[config.mk]
export PLATFORM = sky130hd
export DESIGN_NAME = program_loader
export DESIGN_NICKNAME = d
export VERILOG_FILES = /design/src/rtl/program_loader.sv
export SDC_FILE = /design/constraint.sdc
export NUM_CORES = 1
export LEC_CHECK = 0
export BUFFER_PORTS_ARGS = -buffer_cell sky130_fd_sc_hd__buf_2
export CAP_MARGIN = 30
export CORE_MARGIN = 1
export CORE_UTILIZATION = 30
export DETAILED_ROUTE_END_ITERATION = 16
export REMOVE_ABC_BUFFERS = 1
export SLEW_MARGIN = 20
export SYNTH_ARGS = -nofsm -noshare
export SYNTH_HDL_FRONTEND = slang
export SYNTH_SLANG_ARGS = --single-unit
[constraint.sdc]
create_clock -name clk -period 2.7 [get_ports clk]
set_input_delay 0.27 -clock clk [delete_from_list [all_inputs] [get_ports clk]]
set_output_delay 0.27 -clock clk [all_outputs]
set_load 0.1 [all_outputs]
[src/rtl/program_loader.sv]
// Instruction-memory loader: framed byte stream in, little-endian words out.
// Define LOADER_CHECKSUM_EN to require a trailing XOR checksum byte.
module program_loader #(
    parameter int ADDR_WIDTH = 6,
    parameter int WORD_WIDTH = 32
) (
    input  logic                  clk,
    input  logic                  reset,
    input  logic                  rx_valid,
    input  logic [7:0]            rx_data,
    output logic                  rx_ready,
    input  logic                  reload,
    output logic                  imem_we,
    output logic [ADDR_WIDTH-1:0] imem_addr,
    output logic [WORD_WIDTH-1:0] imem_wdata,
    output logic                  cpu_hold,
    output logic                  done,
    output logic                  error
);

    typedef enum logic [2:0] {
        HDR,
        DATA,
        WRITE_LAST,
        DONE,
        ERR
`ifdef LOADER_CHECKSUM_EN
        , CSUM
`endif
    } state_t;

`ifdef LOADER_CHECKSUM_EN
    localparam state_t AFTER_DATA = CSUM;
`else
    localparam state_t AFTER_DATA = DONE;
`endif

    localparam logic [31:0] MAX_N = 32'(1) << ADDR_WIDTH;

    state_t                  state_q, state_d;
    logic                    rx_ready_q, rx_ready_d;
    logic                    we_q, we_d;
    logic [ADDR_WIDTH-1:0]   addr_q, addr_d;
    logic [WORD_WIDTH-1:0]   wdata_q, wdata_d;
    logic [7:0]              n_q, n_d;
    logic [7:0]              wcnt_q, wcnt_d;
    logic [1:0]              idx_q, idx_d;
    logic [23:0]             acc_q, acc_d;
`ifdef LOADER_CHECKSUM_EN
    logic [7:0]              csum_q, csum_d;
`endif

    logic xfer;
    assign xfer = rx_valid & rx_ready_q;

    always_comb begin
        state_d = state_q;
        we_d    = 1'b0;
        addr_d  = addr_q;
        wdata_d = wdata_q;
        n_d     = n_q;
        wcnt_d  = wcnt_q;
        idx_d   = idx_q;
        acc_d   = acc_q;
`ifdef LOADER_CHECKSUM_EN
        csum_d  = csum_q;
`endif
        // Advance past a mid-frame write; the final write keeps its address.
        if (we_q && state_q == DATA) begin
            addr_d = addr_q + ADDR_WIDTH'(1);
        end

        case (state_q)
            HDR: begin
                if (xfer) begin
                    n_d    = rx_data;
                    wcnt_d = '0;
                    idx_d  = '0;
                    addr_d = '0;
`ifdef LOADER_CHECKSUM_EN
                    csum_d = '0;
`endif
                    if (rx_data == 8'd0) begin
                        state_d = AFTER_DATA;
                    end else if ({24'd0, rx_data} > MAX_N) begin
                        state_d = ERR;
                    end else begin
                        state_d = DATA;
                    end
                end
            end
            DATA: begin
                if (xfer) begin
                    idx_d = idx_q + 2'd1;
`ifdef LOADER_CHECKSUM_EN
                    csum_d = csum_q ^ rx_data;
`endif
                    case (idx_q)
                        2'd0: acc_d[7:0]   = rx_data;
                        2'd1: acc_d[15:8]  = rx_data;
                        2'd2: acc_d[23:16] = rx_data;
                        default: begin
                            we_d    = 1'b1;
                            wdata_d = {rx_data, acc_q};
                            wcnt_d  = wcnt_q + 8'd1;
                            if (wcnt_d == n_q) begin
                                state_d = WRITE_LAST;
                            end
                        end
                    endcase
                end
            end
            WRITE_LAST: begin
                state_d = AFTER_DATA;
            end
`ifdef LOADER_CHECKSUM_EN
            CSUM: begin
                if (xfer) begin
                    state_d = (rx_data == csum_q) ? DONE : ERR;
                end
            end
`endif
            DONE, ERR: begin
                if (reload) begin
                    state_d = HDR;
                    addr_d  = '0;
                    n_d     = '0;
                    wcnt_d  = '0;
                    idx_d   = '0;
                    acc_d   = '0;
`ifdef LOADER_CHECKSUM_EN
                    csum_d  = '0;
`endif
                end
            end
            default: begin
                state_d = HDR;
            end
        endcase

        rx_ready_d = (state_d == HDR) || (state_d == DATA);
`ifdef LOADER_CHECKSUM_EN
        rx_ready_d = rx_ready_d || (state_d == CSUM);
`endif
    end

    always_ff @(posedge clk or negedge reset) begin
        if (!reset) begin
            state_q    <= HDR;
            rx_ready_q <= 1'b0;
            we_q       <= 1'b0;
            addr_q     <= '0;
            wdata_q    <= '0;
            n_q        <= '0;
            wcnt_q     <= '0;
            idx_q      <= '0;
            acc_q      <= '0;
`ifdef LOADER_CHECKSUM_EN
            csum_q     <= '0;
`endif
        end else begin
            state_q    <= state_d;
            rx_ready_q <= rx_ready_d;
            we_q       <= we_d;
            addr_q     <= addr_d;
            wdata_q    <= wdata_d;
            n_q        <= n_d;
            wcnt_q     <= wcnt_d;
            idx_q      <= idx_d;
            acc_q      <= acc_d;
`ifdef LOADER_CHECKSUM_EN
            csum_q     <= csum_d;
`endif
        end
    end

    assign rx_ready   = rx_ready_q;
    assign imem_we    = we_q;
    assign imem_addr  = addr_q;
    assign imem_wdata = wdata_q;
    assign cpu_hold   = (state_q != DONE);
    assign done       = (state_q == DONE);
    assign error      = (state_q == ERR);

endmodule

==> flow_summary.toml, run 1 <==
[outcome]
status = "completed"

[timing]
min_period_ps = 2100
hold_slack_ps = 165
period_share_pct = 77.7
worst_pin_slew_ps = 572
fmax_mhz = 477
slew_viol_final = 0
grt_setup_unrepaired = "false"
setup_violations = 0
slew_headroom_pct = 61.9
skew_ps = 6.49
finalHoldViolations = 0

[floorplan]
initial_core_util_pct = 31.0
std_cell_rows = 41
die_x_um = 117
core_area_um2 = 12700
die_h_um = 117
ioPinCount = 55
die-area_um2 = 13600

[cts]
cts_root_buffer = "clkbuf_16"
ctsHoldBuffers = 1
cts_max_level = 3
cts_sinks = 85
cts_inserted_buffers = 9
worstSkewPairLatency_ps = 340
post_cts_buffers = 0
cts_tree = "yes"
post_cts_resized = 0
cts_max_path_buffers = 2
clk_pin_slew_ps = 60

[logic_synthesis]
syn_inst = 371
ys_warn_count = 0
avgSynthCellArea_um2 = 10.6
synth_area_um2 = 3950
synthTopCellsByArea = "dfrtp_1, nand2_1, mux2_2"
synth.yosys.seq_area_share_pct = 53.9
synth_area_leader_cell = "dfrtp_1"
ys.flop_type = "dfrtp_1"
synth_seq_cells = 85
synthDistinctLibCells = 49
synthArstFlopShare_pct = 100
yosysTopAreaCellShare_pct = 53.9
synth_enable_flop_cells = 0

[worst_setup_path]
critPathArrivalTime_ps = 1830
crit_path_max_incr_delay_ps = 550
r2r-start = "wcnt_q[0]"
end_kind = "primary output"
reg2regPathDepth = 6
rrSetupSlack_ps = 690
critPathTopFamily = "flip-flops"
cp_num_buf_inv = 1
crit_chain = "nor2_1 > and2_1 > buf_2"
r2r-end = "state_q[1]"
required_ps = 2430
crit_fanout = 12
path_class = "reg -> out"
cp_slowest_cell = "dfrtp_1"
crit_path_start_kind = "flop"

[routing]
final_antenna_net_count = 0
first_pass_iters = 4
routedWlPerCell_um = 14.1
routed_wl_mm = 8.51
first_iter_violations = 143
via_count = 2782
via_per_inst = 4.60
drc = 0

[hold_path]
hold_depth = 3
hp-start = "rx_data[2]"
hp-class = "in -> reg"
whs_endpoint = "imem_wdata[26]"

[placement]
dpl.cell_count = 588
gp_congestion = 0.806
dp_hpwl_mm = 5.95
port_buffers = 54

[grt]
grt_max_degree = 45
grt.total_usage_pct = 13.7
grt_pass1_vias = 2757
grt_first_pass_wirelength_mm = 13.9
overflow = 0
antenna_found_initial = 0

[job]
drv_cap = 0

[power_and_ir_drop]
power_switching_w = 0.00145
powerDensity_nw_per_um2 = 903
p_sw_share_pct = 34.2
power_w = 0.00425
power.internal_w = 0.00280
pwr-share-comb_pct = 29.6
seq_power_share_pct = 41.1
clockPowerShare_pct = 29.3
ir_drop_mv = 0.400
p_leak_nw = 2.39

[cells_and_area]
fin_nets = 446
antenna_cells = 0
layout.cells.non_filler = 605
drive_above_1_share_pct = 29.6
syn2layout_area_growth_pct = 19.2
==> through the flow <==
stage                     cell area, µm²  utilization (%)  setup WS, ps  TNS (ps)
after floorplan                     3860                -         -61.1     -1910
after global placement              4380             34.4           726         0
after detailed placement            4400             34.6           723         0
after CTS                           4710             37.0           593         0
after global routing                4710             37.0           530         0
final                               4710             37.0           603         0
==> per-layer routing <==
| layer | up-vias | wire, µm | global-route usage, % |
|---|---|---|---|
| met5 | - | 0 | 0 |
| met4 | 0 | 266 | 7.17 |
| met3 | 20 | 363 | 4.00 |
| met2 | 58 | 4080 | 21.4 |
| met1 | 1354 | 3800 | 17.2 |
| li1 | 1350 | - | - |
==> synthesized netlist by cell type, types with 2 or more instances <==
cell type	count
o21ai_0	13
xor2_1	8
nand3_1	7
mux2_2	28
nor3_1	3
nor4_1	2
buf_4	2
and3_2	2
o31ai_1	2
nand2b_1	3
buf_2	7
inv_2	2
a21oi_4	3
nand2_2	2
a21oi_1	3
inv_1	2
nand4_1	4
nand2_1	112
xnor2_1	10
buf_6	2
mux2_4	4
and2_1	10
nand3b_1	2
dfrtp_1	85
clkbuf_1	2
ha_1	6
nor2_1	16
or2_1	2
a22o_1	5
nor2b_1	3
==> sequential cells by signal (all words and copies together), names as in the netlist <==
signal	flops
imem_wdata	32
idx_q	2
state_q	3
imem_addr	6
n_q	8
imem_we	1
acc_q	24
rx_ready	1
wcnt_q	8
==> power by group through the flow <==
| stage | registers, W | clock network (W) | logic [W] |
|---|---|---|---|
| 2_1_floorplan | 0.00188 | 0 | 0.000845 |
| 3_3_place_gp | 0.00176 | 0 | 0.00124 |
| 3_5_place_dp | 0.00177 | 0 | 0.00127 |
| 4_1_cts | 0.00175 | 0.00128 | 0.00128 |
| 5_1_grt | 0.00178 | 0.00133 | 0.00136 |
| 6_report | 0.00174 | 0.00125 | 0.00126 |
==> worst max path at each step <==
stage	startpoint	cells after the start	endpoint	slack, ps
after global placement	wcnt_q[0]	6	rx_ready	730
final	state_q[1]	3	error	600
after global routing	state_q[2]	5	done	530
after detailed placement	wcnt_q[0]	6	rx_ready	720
after CTS	state_q[1]	3	error	590
after floorplan	state_q[2]	6	acc_q[12]	-60
==> worst register-to-register path: stages (launching register included) <==
cell and delay (ps):
dfrtp_1 460, ha_1 330, a22o_1 240, a221oi_2 280, a211oi_2 90, a2111oi_2 400, or2_1 150
==> logic make-up (layout without fill, tap and decap cells) <==
logic type               count (synthesis)  in the layout  synth area share (%)
adder cells (fa/ha/maj)                  6              6                  1.90
flip-flops                              85             85                  53.9
XOR/XNOR                                18             18                  3.99
AND/OR/NAND/NOR                        177            177                  20.7
multiplexers                            33             33                  9.77
AO/OA/AOI/OAI                           34             34                  7.17
buffers and inverters                   18             80                  2.60
==> cell usage in the layout (no fill, tap or decap), types with 3 or more instances in the layout <==
cell type,count
and2_1,10
a22o_1,5
nand2_1,112
nand2b_1,3
buf_2,53
clkbuf_16,9
dfrtp_1,85
xor2_1,8
o21ai_0,13
a21oi_1,3
mux2_2,28
nand4_1,4
a21oi_4,3
ha_1,6
nor2b_1,3
mux2_4,4
xnor2_1,10
nor2_1,16
buf_4,5
nand3_1,7
nor3_1,3
==> area by class of cell <==
cell class / instances / area, µm²
Inverter: 4 / 15.0
Clock buffer: 9 / 225
Multi-Input combinational cell: 268 / 1720
Fill cell: 1338 / 8020
Timing Repair Buffer: 60 / 333
Tap cell: 172 / 215
Sequential cell: 85 / 2130
Clock inverter: 7 / 73.8
(Power assumes the default switching activity.)
==> inputs of run 2 (changes only) <==
- ABC_AREA: default -> 1
- clock period: 2.7 -> 1.9 ns (I/O delays scaled with it)
==> run 2 against run 1 <==
Global-route usage is 0.68 points higher. Sequential share of layout area is 0.49 points higher. Non-clock buffer count is 7 higher. Clock skew is 2.0 ps lower. Critical path type unchanged. Critical endpoint unchanged.
==> flow_summary.toml, run 2 <==
[timing]
min_period_ps = 1790
skew_ps = 4.51
worst_pin_slew_ps = 494
period_share_pct = 94.0
hold_slack_ps = 172
grt_setup_unrepaired = "true"
finalHoldViolations = 0
setup_violations = 0
fmax_mhz = 560
slew_viol_final = 0
slew_headroom_pct = 67.3

[worst_setup_path]
crit_path_max_incr_delay_ps = 440
cp_num_buf_inv = 2
cp_slowest_cell = "dfrtp_1"
crit_path_start_kind = "flop"
crit_chain = "nor2_1 > nand2_1 > inv_1 > buf_2"
end_kind = "primary output"
critPathTopFamily = "buffers and inverters"
required_ps = 1710
crit_fanout = 4
critPathArrivalTime_ps = 1600
path_class = "reg -> out"

[cells_and_area]
largest_reg_flops = 32
seq_area_um2 = 2130
final_cell_mix = "nand2_1, dfrtp_1, buf_2"
multi_input_area_um2 = 1410
layout.cells.non_filler = 683
final_common_cell = "nand2_1"
drive_above_1_share_pct = 19.0
syn2layout_area_growth_pct = 23.7
antenna_cells = 0
fillers = 1280
fin_nets = 528

[logic_synthesis]
synth.yosys.seq_area_share_pct = 56.5
synthDistinctLibCells = 30
synth_enable_flop_cells = 0
ys_warn_count = 0
synth_area_um2 = 3770
synth_area_leader_cell = "dfrtp_1"
synth_common_cells = "nand2_1, dfrtp_1, nor2_1"
synth_seq_cells = 85
synth_most_common_cell = "nand2_1"
synthArstFlopShare_pct = 100
syn_inst = 443
yosysTopAreaCellShare_pct = 56.5
avgSynthCellArea_um2 = 8.50
ys.flop_type = "dfrtp_1"
synthTopCellsByArea = "dfrtp_1, nand2_1, nor2_1"

[power_and_ir_drop]
ir_drop_mv = 0.546
p_leak_nw = 2.42
powerDensity_nw_per_um2 = 1550

[floorplan]
initial_core_util_pct = 31.1
std_cell_rows = 40
ioPinCount = 55
core_area_um2 = 12100
die-area_um2 = 13000
die_h_um = 114
die_x_um = 114

[cts]
cts_root_buffer = "clkbuf_16"
worstSkewPairLatency_ps = 340
cts_tree = "yes"
cts_sinks = 85
cts_max_level = 3
cts_inserted_buffers = 9
cts_max_path_buffers = 2
clk_pin_slew_ps = 60

[routing]
via_count = 3034
via_per_inst = 4.44
routed_wl_mm = 8.55
first_pass_iters = 4
routedWlPerCell_um = 12.5
first_iter_violations = 171
final_antenna_net_count = 0
drc = 0

[grt]
overflow = 0
grt_max_degree = 40
grt_first_pass_wirelength_mm = 14.6
grt_pass1_vias = 3062
antenna_found_initial = 0
grt.total_usage_pct = 14.4

[placement]
dp_hpwl_mm = 6.09
gp_congestion = 0.860
dpl.cell_count = 664
port_buffers = 54

[job]
drv_cap = 0

[outcome]
status = "completed"

[hold_path]
hp-class = "in -> reg"
-- run 2: final cells by class --
cell class                 instances  share of cell area [%]
clock buffer                      10                    4.92
multi-input combinational        298                    30.2
sequential                        85                    45.7
timing repair buffer              67                    8.81
tap                              168                    4.51
clock inverter                     6                    1.88
inverter                          49                    3.95
-- run 2: metrics by stage --
| step | instance area, µm² | util, % | power [W] | setup WS [ps] | TNS [ps] |
|---|---|---|---|---|---|
| floorplan | 3710 | - | 0.00451 | -680 | -33030 |
| CTS | 4600 | 38.0 | 0.00712 | 96.1 | 0 |
| finish | 4660 | 38.5 | 0.00723 | 115 | 0 |
| global route | 4660 | 38.5 | 0.00768 | -36.1 | -36.1 |
| detailed placement | 4280 | 35.3 | 0.00522 | 112 | 0 |
| global placement | 4280 | 35.3 | 0.00515 | 136 | 0 |
-- run 2: worst paths after layout --
check                               startpoint        endpoint  slack, ps  cells after the start
worst max-delay path                state_q[1]           error        110                      4
max in group asynchronous                reset       wcnt_q[0]        930                      3
worst max register to register       wcnt_q[0]        rx_ready        170                     11
worst min-delay path                rx_data[2]  imem_wdata[26]        170                      3
min in group asynchronous                reset  imem_wdata[28]        300                      2
worst min register to register  imem_wdata[23]  imem_wdata[23]        470                      2
-- run 2: timing repair --
action	4_1_cts	5_1_grt
gates resized for setup	0	5
hold buffers	1	0
setup endpoints to repair	0	21
endpoints found under the hold margin	22	0
setup buffers	0	2
-- run 2: cell families after synthesis --
kind of cell	count (synthesis)	share of synthesized area, %
fa+ha+maj	6	1.99
mux	1	0.266
simple gates	218	23.8
flops	85	56.5
xor+xnor	5	1.16
compound gates	68	9.87
buf+inv	60	6.45
-- run 2: worst reg2reg max path: cells and delay by family (launching register included) --
family / cells / cell delay [ps]
AND/OR/NAND/NOR: 10 / 920
flip-flops: 1 / 440
adder cells (fa/ha/maj): 1 / 230
-- run 2: report_power, final --
part           internal [W]  switching, W  total (W)
sequential          0.00229      0.000257    0.00255
combinational      0.000796       0.00202    0.00281
clock               0.00115      0.000714    0.00187
-- run 2: layer usage --
metal  share of wire [%]  track usage (%)  vias up
li1                    -                -     1533
met1                  47             18.1     1415
met2                  47             23.8       72
met3                 4.3             3.51       14
met4                 1.7             5.63        0
met5                   0                0        -
==> inputs of run 3 (changes only) <==
- RECOVER_POWER: default -> 50
==> run 3 against run 2 <==
Maximum frequency hardly changed. Global-route usage stayed put. Final area is 0.38% lower. Largest power group unchanged. Via count is 0.53% higher. Critical path depth stayed put.
==> flow_summary.toml, run 3 (synthesized netlist as in run 2, its figures left out) <==
[cells_and_area]
largest_reg_flops = 32
drive_above_1_share_pct = 19.0
final_common_cell = "nand2_1"
syn2layout_area_growth_pct = 23.2
fin_nets = 528
antenna_cells = 0
final_cell_mix = "nand2_1, dfrtp_1, nor2_1"
fin_util_pct = 38.3

[grt]
grt.total_usage_pct = 14.4
overflow = 0
grt_max_degree = 40
grt_pass1_vias = 3062
grt_first_pass_wirelength_mm = 14.6
antenna_found_initial = 0

[cts]
clk_pin_slew_ps = 60
worstSkewPairLatency_ps = 340
cts_sinks = 85
cts_root_buffer = "clkbuf_16"
cts_tree = "yes"
cts_max_level = 3
cts_inserted_buffers = 9
cts_max_path_buffers = 2

[worst_setup_path]
startpoint = "state_q[1]"
end_kind = "primary output"
r2r-start = "wcnt_q[0]"
crit_path_max_incr_delay_ps = 440
crit_chain = "nor2_1 > nand2_1 > inv_1 > buf_2"
path_class = "reg -> out"
cp_slowest_cell = "dfrtp_1"
reg2regPathDepth = 11
crit_fanout = 4
required_ps = 1710
crit_path_start_kind = "flop"
critPathArrivalTime_ps = 1600

[floorplan]
std_cell_rows = 40
ioPinCount = 55
die_h_um = 114
die-area_um2 = 13000
die_x_um = 114
core_area_um2 = 12100
initial_core_util_pct = 31.1

[timing]
finalHoldViolations = 0
slew_headroom_pct = 57.0
slew_viol_final = 0
hold_slack_ps = 172
setup_violations = 0
skew_ps = 5.18
worst_pin_slew_ps = 646
fmax_mhz = 560
period_share_pct = 94.0
grt_setup_unrepaired = "true"
min_period_ps = 1790
tns_ps = 0

[hold_path]
hp-class = "in -> reg"
hold_depth = 3
hp-start = "rx_data[2]"

[routing]
final_antenna_net_count = 0
routedWlPerCell_um = 12.6
drc = 0
via_count = 3050
via_per_inst = 4.47
first_iter_violations = 165
routed_wl_mm = 8.59
first_pass_iters = 4

[placement]
gp_congestion = 0.860
dp_hpwl_mm = 6.09
port_buffers = 54

[power_and_ir_drop]
powerDensity_nw_per_um2 = 1560
power_w = 0.00723
p_leak_nw = 2.40
ir_drop_mv = 0.546

[job]
drv_cap = 0

[outcome]
status = "completed"
[run 3: cell types whose count changed in the layout (fill, tap and decap cells not counted)]
cell      delta
buf_4        -2
clkbuf_4     +1
clkbuf_2    +22
buf_2       -20
buf_12       -1
[run 3: where the power goes]
group	switching, W	internal (W)
logic	0.00202	0.000789
registers	0.000259	0.00229
clock network	0.000717	0.00115
[run 3: final timing paths]
kind / end / slack, ps
worst min register to register: imem_wdata[9] / 470
worst min-delay path: imem_wdata[26] / 170
worst max-delay path: error / 110
max in group asynchronous: wcnt_q[0] / 420
min in group asynchronous: imem_wdata[28] / 410
worst max register to register: rx_ready / 160
[run 3: cell type report]
class / instances / area [µm²]
Clock buffer: 10 / 229
Clock inverter: 6 / 87.6
Fill cell: 1283 / 7470
Inverter: 49 / 184
Multi-Input combinational cell: 298 / 1410
Sequential cell: 85 / 2130
Tap cell: 168 / 210
Timing Repair Buffer: 67 / 393
[run 3: worst max-delay path: cells and delay by family, from the launching register on]
kind          cells  cell delay, ps
buf+inv           2             490
flops             1             440
simple gates      2             330
[run 3: what timing repair did]
| action | CTS | global route |
|---|---|---|
| setup buffers | 0 | 2 |
| hold endpoints to repair | 22 | 0 |
| resized for setup | 0 | 5 |
| hold buffers | 1 | 0 |
| endpoints found under the setup margin | 0 | 21 |
[run 3: metrics by stage]
stage	area, µm²	setup WS (ps)	instances
6_report	4640	115	683
5_1_grt	4640	-36.1	683
4_1_cts	4600	96.1	681
3_5_place_dp	4280	112	664
3_3_place_gp	4280	136	664
2_1_floorplan	3710	-680	432
[run 3: per-layer routing]
metal,part of all wire [%],track usage [%]
met5,0,0
met4,1.4,5.63
met3,4.1,3.51
met2,47,23.8
met1,47,18.1
